`src/rtl/tone_decoder.sv`:
```
`default_nettype none
// tone_decoder - locks onto one of four note half-periods on iSOUND and reports note/silence segments (rev 1.0)
// Option: define TONE_DECODER_DEGLITCH_EN to discard pulse pairs shorter than GLITCH_CYC.
module tone_decoder #(
  parameter int CNT_W       = 23,
  parameter int HP0         = 31_888,
  parameter int HP1         = 37_919,
  parameter int HP2         = 28_409,
  parameter int HP3         = 47_801,
  parameter int TOL         = 512,
  parameter int CONFIRM     = 3,
  parameter int SILENCE_CYC = 2_000_000,
  parameter int TICK_CYC    = 6_250_000,
  parameter int GLITCH_CYC  = 64
) (
  input  logic       iCLK,
  input  logic       iRST_N,
  input  logic       iSOUND,
  output logic [1:0] oNOTE,
  output logic       oNOTE_VALID,
  output logic       oSILENT,
  output logic       oEVT,
  output logic [2:0] oEVT_CODE,
  output logic [7:0] oEVT_DUR
);

  localparam int c_MW = CNT_W + 1;
  localparam int c_CW = $clog2(CONFIRM + 1);
  localparam logic [c_MW-1:0]       c_TOL       = c_MW'(TOL);
  localparam logic [c_MW-1:0]       c_GLITCH    = c_MW'(GLITCH_CYC);
  localparam logic [3:0][c_MW-1:0]  c_HP        = {c_MW'(HP3), c_MW'(HP2), c_MW'(HP1), c_MW'(HP0)};
  localparam logic [CNT_W-1:0]      c_SIL       = CNT_W'(SILENCE_CYC);
  localparam logic [CNT_W-1:0]      c_TICK_LAST = CNT_W'(TICK_CYC - 1);
  localparam logic [c_CW-1:0]       c_CONF      = c_CW'(CONFIRM);
`ifdef TONE_DECODER_DEGLITCH_EN
  localparam logic c_DEGLITCH = 1'b1;
`else
  localparam logic c_DEGLITCH = 1'b0;
`endif

  localparam logic [1:0] S_SILENT = 2'd0;
  localparam logic [1:0] S_ACQ    = 2'd1;
  localparam logic [1:0] S_LOCK   = 2'd2;

  logic [1:0]       r_state, w_state_nxt;
  logic [1:0]       r_sync;
  logic             r_prev, r_strobe, r_skip;
  logic [CNT_W-1:0] r_hp_cnt, r_pre;
  logic [7:0]       r_dur, w_dur_now;
  logic [1:0]       r_cand, w_cand_nxt, r_note, w_cls;
  logic [c_CW-1:0]  r_cnt, w_cnt_nxt;
  logic             r_evt, w_evt, w_lock, w_restart, w_known;
  logic [2:0]       r_evt_code, w_evt_code;
  logic [7:0]       r_evt_dur;
  logic [c_MW-1:0]  w_meas;
  logic             w_drop, w_take, w_timeout;

  function automatic logic f_near(input logic [c_MW-1:0] m, input logic [c_MW-1:0] hp);
    logic [c_MW-1:0] d;
    d = (m >= hp) ? (m - hp) : (hp - m);
    return d <= c_TOL;
  endfunction

  // hp_cnt is cleared on a taken strobe, so the half-period is one more than its value
  assign w_meas    = {1'b0, r_hp_cnt} + c_MW'(1);
  assign w_drop    = c_DEGLITCH && (r_state != S_SILENT) && (r_skip || (w_meas < c_GLITCH));
  assign w_take    = r_strobe && !w_drop;
  assign w_timeout = (r_hp_cnt == c_SIL) && !w_take && (r_state != S_SILENT);
  assign w_dur_now = ((r_pre == c_TICK_LAST) && (r_dur != 8'hFF)) ? r_dur + 8'd1 : r_dur;

  always_comb begin
    w_known = 1'b0;
    w_cls   = 2'd0;
    for (int k = 3; k >= 0; k--) begin
      if (f_near(w_meas, c_HP[k])) begin
        w_known = 1'b1;
        w_cls   = 2'(k);
      end
    end
  end

  always_ff @(posedge iCLK or negedge iRST_N) begin
    if (!iRST_N) r_state <= S_SILENT;
    else         r_state <= w_state_nxt;
  end

  always_comb begin
    w_state_nxt = r_state;
    w_cand_nxt  = r_cand;
    w_cnt_nxt   = r_cnt;
    w_lock      = 1'b0;
    w_restart   = 1'b0;
    w_evt       = 1'b0;
    w_evt_code  = 3'd4;
    case (r_state)
      S_SILENT: begin
        if (w_take) begin
          w_state_nxt = S_ACQ;
          w_evt       = 1'b1;
          w_cand_nxt  = 2'd0;
          w_cnt_nxt   = '0;
        end
      end
      S_ACQ: begin
        if (w_take) begin
          if (!w_known) begin
            w_cand_nxt = 2'd0;
            w_cnt_nxt  = '0;
          end else if (w_cls == r_cand) begin
            w_cnt_nxt = r_cnt + c_CW'(1);
          end else begin
            w_cand_nxt = w_cls;
            w_cnt_nxt  = c_CW'(1);
          end
          if (w_known && (w_cnt_nxt == c_CONF)) begin
            w_state_nxt = S_LOCK;
            w_lock      = 1'b1;
            w_restart   = 1'b1;
          end
        end else if (w_timeout) begin
          w_state_nxt = S_SILENT;
          w_restart   = 1'b1;
        end
      end
      S_LOCK: begin
        if (w_take) begin
          if (!(w_known && (w_cls == r_note))) begin
            w_state_nxt = S_ACQ;
            w_evt       = 1'b1;
            w_evt_code  = {1'b0, r_note};
            w_cand_nxt  = w_known ? w_cls : 2'd0;
            w_cnt_nxt   = w_known ? c_CW'(1) : '0;
          end
        end else if (w_timeout) begin
          w_state_nxt = S_SILENT;
          w_evt       = 1'b1;
          w_evt_code  = {1'b0, r_note};
          w_restart   = 1'b1;
        end
      end
      default: w_state_nxt = S_SILENT;
    endcase
  end

  always_comb begin
    oSILENT     = (r_state == S_SILENT);
    oNOTE_VALID = (r_state == S_LOCK);
  end

  assign oNOTE     = r_note;
  assign oEVT      = r_evt;
  assign oEVT_CODE = r_evt_code;
  assign oEVT_DUR  = r_evt_dur;

  always_ff @(posedge iCLK or negedge iRST_N) begin
    if (!iRST_N) begin
      r_sync     <= 2'b00;
      r_prev     <= 1'b0;
      r_strobe   <= 1'b0;
      r_skip     <= 1'b0;
      r_hp_cnt   <= '0;
      r_pre      <= '0;
      r_dur      <= 8'd0;
      r_cand     <= 2'd0;
      r_cnt      <= '0;
      r_note     <= 2'd0;
      r_evt      <= 1'b0;
      r_evt_code <= 3'd0;
      r_evt_dur  <= 8'd0;
    end else begin
      r_sync   <= {r_sync[0], iSOUND};
      r_prev   <= r_sync[1];
      r_strobe <= r_sync[1] ^ r_prev;

      // the edge following a discarded short edge closes the pulse and is discarded too
      if (w_take)                  r_skip <= 1'b0;
      else if (r_strobe && w_drop) r_skip <= ~r_skip;

      if (w_take)                 r_hp_cnt <= '0;
      else if (r_hp_cnt != c_SIL) r_hp_cnt <= r_hp_cnt + CNT_W'(1);

      if (w_restart) begin
        r_pre <= '0;
        r_dur <= 8'd0;
      end else if (r_pre == c_TICK_LAST) begin
        r_pre <= '0;
        r_dur <= w_dur_now;
      end else begin
        r_pre <= r_pre + CNT_W'(1);
      end

      r_cand <= w_cand_nxt;
      r_cnt  <= w_cnt_nxt;
      if (w_lock) r_note <= w_cand_nxt;

      r_evt <= w_evt;
      if (w_evt) begin
        r_evt_code <= w_evt_code;
        r_evt_dur  <= w_dur_now;
      end
    end
  end

endmodule
`default_nettype wire
```
`config.mk`:
```
export PLATFORM = sky130hd
export DESIGN_NAME = tone_decoder
export DESIGN_NICKNAME = d
export VERILOG_FILES = /design/src/rtl/tone_decoder.sv
export SDC_FILE = /design/constraint.sdc
export NUM_CORES = 1
export LEC_CHECK = 0
export BUFFER_PORTS_ARGS = -buffer_cell sky130_fd_sc_hd__buf_2
export CORE_MARGIN = 5
export CORE_UTILIZATION = 30
export DETAILED_ROUTE_END_ITERATION = 16
export PLACE_DENSITY_LB_ADDON = 0.05
export SYNTH_ARGS = -nofsm -noshare
export SYNTH_HDL_FRONTEND = slang
export SYNTH_SLANG_ARGS = --single-unit
export TNS_END_PERCENT = 20
```
`constraint.sdc`:
```
create_clock -name iCLK -period 15.73 [get_ports iCLK]
set_input_delay 0.7865 -clock iCLK [delete_from_list [all_inputs] [get_ports iCLK]]
set_output_delay 0.7865 -clock iCLK [all_outputs]
set_load 0.05 [all_outputs]
```
# --- After elaboration in Yosys (flattened, before gate mapping) ---
# Cells that the tools add are included.
word_totals:
  regBits: 78
  latch_bits: 0
  mem_bits_rw: 0
  mem_bits_ro: 0
  input_bits: 3
  output_inout_bits: 16
  elab_cells: 122
  mem_count: 0
classes:
  n_addsub: 13
  n_mul: 0
  div_mod_pow: 0
  magnitude_cmp: 8
  eq_ne: 15
  shift: 0
  n_mux: 59
  bitwise_logic: 1
  reduce_logical: 13
op_table:
  columns: ["cell", "count"]
  rows:
  - ["less-or-equal comparator 24 x 10 -> 1 bit (second input constant)", 4]
  - ["two-way mux 24 bit", 4]
  - ["two-way mux 23 bit", 4]
  - ["two-way mux 2 bit", 25]
  - ["greater-or-equal comparator 24 x 15 -> 1 bit (second input constant)", 2]
  - ["greater-or-equal comparator 24 x 16 -> 1 bit (second input constant)", 2]
  - ["subtractor 15 x 24 -> 24 bit (first input constant)", 2]
  - ["subtractor 16 x 24 -> 24 bit (first input constant)", 2]
  - ["subtractor 24 x 15 -> 24 bit (second input constant)", 2]
  - ["subtractor 24 x 16 -> 24 bit (second input constant)", 2]
  - ["adder 23 x 1 -> 23 bit (second input constant)", 2]
  - ["adder 23 x 1 -> 24 bit (second input constant)", 1]
  - ["two-way mux 8 bit", 3]
  - ["== test 23 x 21 -> 1 bit (second input constant)", 1]
  - ["== test 23 bit (second input constant)", 1]
  - ["inequality test 23 x 21 -> 1 bit (second input constant)", 1]
  - ["one-hot mux 2 bit (3 select lines)", 3]
  - ["two-way mux 1 bit", 14]
  - ["two-way mux 3 bit", 4]
  - ["adder 8 x 1 -> 8 bit (second input constant)", 1]
  - ["inequality test 8 bit (second input constant)", 1]
  - ["inequality test 3 bit (second input constant)", 2]
  - ["nonzero test 2 bit", 3]
  - ["logical AND 1 bit", 5]
  - ["13 further kinds", 18]

# --- Logic depth before layout (Yosys ltp) ---
depth:
  ltp_word: 19
  mapped_depth: 23
  mapped_depth_nobuf: 20

# --- Worst setup path before layout ---
# Ideal clock, no wire load.
synth_timing:
  kind: "register to register"
  from: "register r_hp_cnt[0]"
  to: "register r_evt_dur[0], in the netlist oEVT_DUR[0]"
  setup_ps: 125
  t_arrival_ps: 5553
  required_time_ps: 15605
  setup_slack_ps: 10052
  stages_incl_launch_ff: 22
  path_buffers: 3
  period_less_slack_ps: 5678
  cell_sequence: "dfrtp_1 ha_1 buf_2 inv_1 or3_1 nand2_1 clkinv_1 ha_1 clkbuf_1 o311a_1 o211a_1 o31ai_1 nand2_1 a2111oi_0 o21ba_1 or4_4 or2_1 a32o_1 or2_1 buf_6 a31oi_4 mux2_4"
synth_between:
  elab_chain_cells: 13
  elab_cells_between_ends: 38
  cone_classes: "add/sub: 9; order compare: 8; eq/ne: 2; mux: 16; reduce/logical: 3"
synth_lines:
  columns: ["item", "line", "source"]
  rows:
  - ["start, declared", "48", "logic [CNT_W-1:0] r_hp_cnt, r_pre;"]
  - ["start signal, assigned", "180", "else if (r_hp_cnt != c_SIL) r_hp_cnt <= r_hp_cnt + CNT_W'(1);"]
  - ["adder 23 x 1 -> 24 bit", "65", "assign w_meas = {1'b0, r_hp_cnt} + c_MW'(1);"]
  - ["subtractor 16 x 24 -> 24 bit (tied with other cells)", "60", "d = (m >= hp) ? (m - hp) : (hp - m);"]
  - ["two-way mux 24 bit", "60", null]
  - ["less-or-equal comparator 24 x 10 -> 1 bit", "61", "return d <= c_TOL;"]
  - ["two-way mux 2 bit (4 in a row)", "75", "if (f_near(w_meas, c_HP[k])) begin"]
  - ["== test 2 bit", "127", "if (!(w_known && (w_cls == r_note))) begin"]
  - ["logical AND 1 bit", "127", null]
  - ["two-way mux 1 bit", "127", null]
  - ["two-way mux 1 bit *", "126", "if (w_take) begin"]
  - ["one-hot mux 1 bit (2 select lines) *", "95", "case (r_state)"]
  - ["end signal, assigned", "199", "r_evt_dur <= w_dur_now;"]
  - ["end, declared", "54", "logic [7:0] r_evt_dur;"]
# Mark *: on every way between the ends. The rest lies on a longest branch, timed or not.
# A chain may end at the register's enable or synchronous reset.

# --- Final worst setup path ---
layout_timing:
  from: "register r_hp_cnt[0]"
  to: "register r_evt_dur[2], in the netlist oEVT_DUR[2]"
# Same word-level chain as after synthesis.

==> impl_summary.txt <==
----------------------------------------------------
[Status]
  Run status ... finished clean

[Synth]
  Post-synthesis cell type with the largest combined area ... sky130_fd_sc_hd__dfrtp_1
  Register area share after synthesis ... 0.2261
  Number of nets in the synthesized netlist ... 1124
  Top flip-flop cell by instance count after synthesis ... sky130_fd_sc_hd__dfrtp_1
  Top cells by count, synth ... 115 x sky130_fd_sc_hd__nor2_1, 95 x sky130_fd_sc_hd__nand2_1, 78 x sky130_fd_sc_hd__dfrtp_1, 62 x sky130_fd_sc_hd__xnor2_1, 58 x sky130_fd_sc_hd__nand3_1
  Leading cell types by total area after synthesis ... sky130_fd_sc_hd__dfrtp_1 23%, sky130_fd_sc_hd__xnor2_1 6.3%, sky130_fd_sc_hd__nor2_1 5.0%, sky130_fd_sc_hd__nand2_1 4.1%, sky130_fd_sc_hd__nand3_1 3.4%
  Synth Area per Inst ... 7.850 um^2
  EDFF count, synth ... 0
  Synthesized instance count ... 1100
  Fraction of synthesized cell area taken by the top area cell type ... 0.2261
  Synth cell types ... 99
  Fraction of synthesis flops using an asynchronous set or reset pin ... 1.000
  Cell area after technology mapping ... roughly 8600 um^2
  Most numerous cell in the Yosys netlist ... sky130_fd_sc_hd__nor2_1
  Number of storage elements in the synthesis netlist ... 78
  Warnings from Yosys ... 0

[Min path]
  Worst min-delay path class ... in2async

[Timing]
  Min Tclk post-route ... 7.466 ns
  RSZ-0062 raised after global routing ... false
  Max frequency ... 133.9 MHz
  Worst setup skew after layout ... 0.02449 ns
  Final number of hold-violating endpoints ... 0
  Final period util ... 0.4746
  Slew of the pin with the lowest slew margin ... about 1.1 ns
  Pins Over Slew Limit ... 0
  Sum of negative setup slack ... 0 ns
  Final setup violating endpoints ... 0
  Final Worst Setup Slack ... between 8 and 9 ns
  Relative slew slack ... 0.2656

[Die]
  I/O pin count ... 19
  Full die area ... ~32000 um^2
  Die Ht ... 179.7 um
  Core outline area ... between 20000 and 30000 um^2
  Number of standard-cell rows in the floorplan ... between 60 and 70
  Die boundary width ... 179.7 um
  Initial core utilization ... 0.3025

[CTS]
  Number of clock buffers inserted by TritonCTS ... 9
  Clock root buffer ... sky130_fd_sc_hd__clkbuf_16
  CTS Hold Bufs ... 0
  Postcts setup bufs ... 0
  CTS tree ... built
  Later-pin clock latency in the skew report ... 0.36 ns
  CTS sink cnt ... 78
  Maximum clock path buffer count ... 2
  CTS clk-pin slew, worst paths ... 0.09 ns
  CTS H-tree lvls ... 3
  Gates resized, CTS repair ... 0

[GRT]
  Number of antenna violations at the first check in global routing ... 0
  Total global-route track usage ... 0.2028
  Overflow left after global routing ... 0
  Maximum number of pins on one net before global-route repair ... between 60 and 70
  Global-route wire length before repair ... between 50000 and 60000 um
  Vias in the first global route ... 8315

[Place]
  Count of buffers inserted at the top-level ports ... 18
  Placed cell count ... 1454
  Routability cong. ... 0.8693
  Area after detailed placement ... roughly 9000 um^2
  Dpl hpwl ... about 25000 um
  Setup Slack @ Placement ... 8.393 ns

[Route]
  Aggregate routed wire length ... 33960 um
  Detail Route Antenna Nets ... 0
  Detailed-route vias per instance ... between 5 and 6
  Number of search-and-repair iterations in the first detailed-routing pass ... 5
  Number of design rule violations left after detail routing ... 0
  Total vias in the final route ... 8768
  Avg WL per Cell ... 23.10 um
  Drt first-iter violations ... 744

[Worst setup path]
  Endpoint arrival time on the critical path ... ~7.7 ns
  Nature of the critical path startpoint ... register
  Largest fanout on the critical path ... 29
  Type of element capturing the critical path ... register
  Critical path type ... reg2reg
  Required time of the critical path ... 15.96 ns
  Register-to-register setup slack ... 8.26 ns

[Layout]
  Cell area after layout ... 9330 um^2
  Fraction of final layout cells sized beyond drive strength 1 ... 0.1087
  Nets@finish ... 1105
  Relative area change from synthesis to final layout ... 8.057%
  Filler-free cell count of the finished design ... 1470
  Ant. Diodes ... 0

[Power and ir drop]
  Static Leak ... 0.003662 uW
  Power consumption ... 563.9 uW
  Power Dens Cells ... 60.43 nW/um^2
  Maximum ir drop on the vdd rail ... 0.04126 mV

[Run]
  Max-capacitance violation count ... 0

----------------------------------------------------
[per-layer routing]
layer	part of all wire	routed length, um	vias up	track usage
li1	-	-	4130	-
met1	0.50	16900	4340	0.3134
met2	0.44	14910	280	0.3066
met3	0.054	1845	18	0.02506
met4	0.0091	308	0	0.03261
met5	0	0	-	0
[worst max-delay path: stages (launching register included)]
cell                        delay (ns)
sky130_fd_sc_hd__dfrtp_1          0.81
sky130_fd_sc_hd__ha_1             0.26
sky130_fd_sc_hd__buf_4            0.30
sky130_fd_sc_hd__inv_1            0.14
sky130_fd_sc_hd__or3_1            0.38
sky130_fd_sc_hd__nand2_1          0.50
sky130_fd_sc_hd__clkinv_1         0.42
sky130_fd_sc_hd__ha_1             0.47
sky130_fd_sc_hd__a2111o_1         0.35
sky130_fd_sc_hd__o311a_1          0.17
sky130_fd_sc_hd__o211a_1          0.26
sky130_fd_sc_hd__o31ai_1          0.32
sky130_fd_sc_hd__nand2_1          0.08
sky130_fd_sc_hd__a2111oi_0        0.36
sky130_fd_sc_hd__o21ba_1          0.23
sky130_fd_sc_hd__or4_4            0.57
sky130_fd_sc_hd__or2_1            0.27
sky130_fd_sc_hd__a32o_1           0.29
sky130_fd_sc_hd__or2_1            0.32
sky130_fd_sc_hd__a31oi_4          0.47
sky130_fd_sc_hd__mux2_4           0.34
[placed cells by master, fill, tap and decap left out, drive strengths merged, types with 17 or more instances in the layout]
master and count:
xor2 24, buf 45, nand3 60, a21oi 52, o211ai 17, nor4 19, nand2 96, o21ai 43
inv 32, and3 22, nor2 116, ha 21, dfrtp 78, a31oi 25, xnor2 63, a211oi 19
nor3 30, nand4 40
[sequential cells by signal, indices dropped and copies added (netlist names), 2 cells and up]
| register | count |
|---|---|
| r_hp_cnt | 23 |
| oEVT_CODE | 3 |
| oEVT_DUR | 8 |
| r_cand | 2 |
| r_sync | 2 |
| r_dur | 8 |
| r_cnt | 2 |
| r_state | 2 |
| oNOTE | 2 |
| r_pre | 23 |
[power breakdown]
| group | leakage (uW) | internal, uW | switching [uW] |
|---|---|---|---|
| registers | 0.00106 | 206 | 10.8 |
| clock network | 0.000133 | 111 | 110 |
| logic | 0.00247 | 37.9 | 88.3 |
| total | 0.00366 | 355 | 209 |
[worst paths after layout]
| kind | from | to | cells after the start |
|---|---|---|---|
| max | r_hp_cnt[0] | oEVT_DUR[2] | 20 |
| min | iRST_N | r_hp_cnt[6] | 1 |
| max reg2reg | r_hp_cnt[0] | oEVT_DUR[2] | 20 |
| min reg2reg | r_sync[0] | r_sync[1] | 0 |
| max in group asynchronous | iRST_N | oEVT_DUR[3] | 2 |
| min in group iCLK | r_sync[0] | r_sync[1] | 0 |
[metrics by stage]
stage | hold WS [ns] | util
after floorplan | 0.3312 | -
after global placement | 0.3397 | 0.3168
after detailed placement | 0.3402 | 0.3168
after CTS | 0.2628 | 0.3268
after global routing | 0.2697 | 0.3268
final | 0.2618 | 0.3268
[cell type report]
cell class / instances / area [um^2]
inverters: 29 / 108.9
well taps: 384 / 480.5
flip-flops and latches: 78 / 1952
repair buffers: 45 / 295.3
fillers: 3156 / 19220
clock buffers: 9 / 225.2
clock inverters: 7 / 62.56
multi-input cells: 918 / 6206
[logic make-up after synthesis]
group           Yosys count  share of synthesized area
compound gates          302                     0.2574
xor+xnor                 87                    0.09086
flops                    78                     0.2261
simple gates            486                     0.3095
fa+ha+maj                21                    0.03043
mux                      22                    0.02971
buf+inv                 104                    0.05608
(Power assumes the default switching activity.)
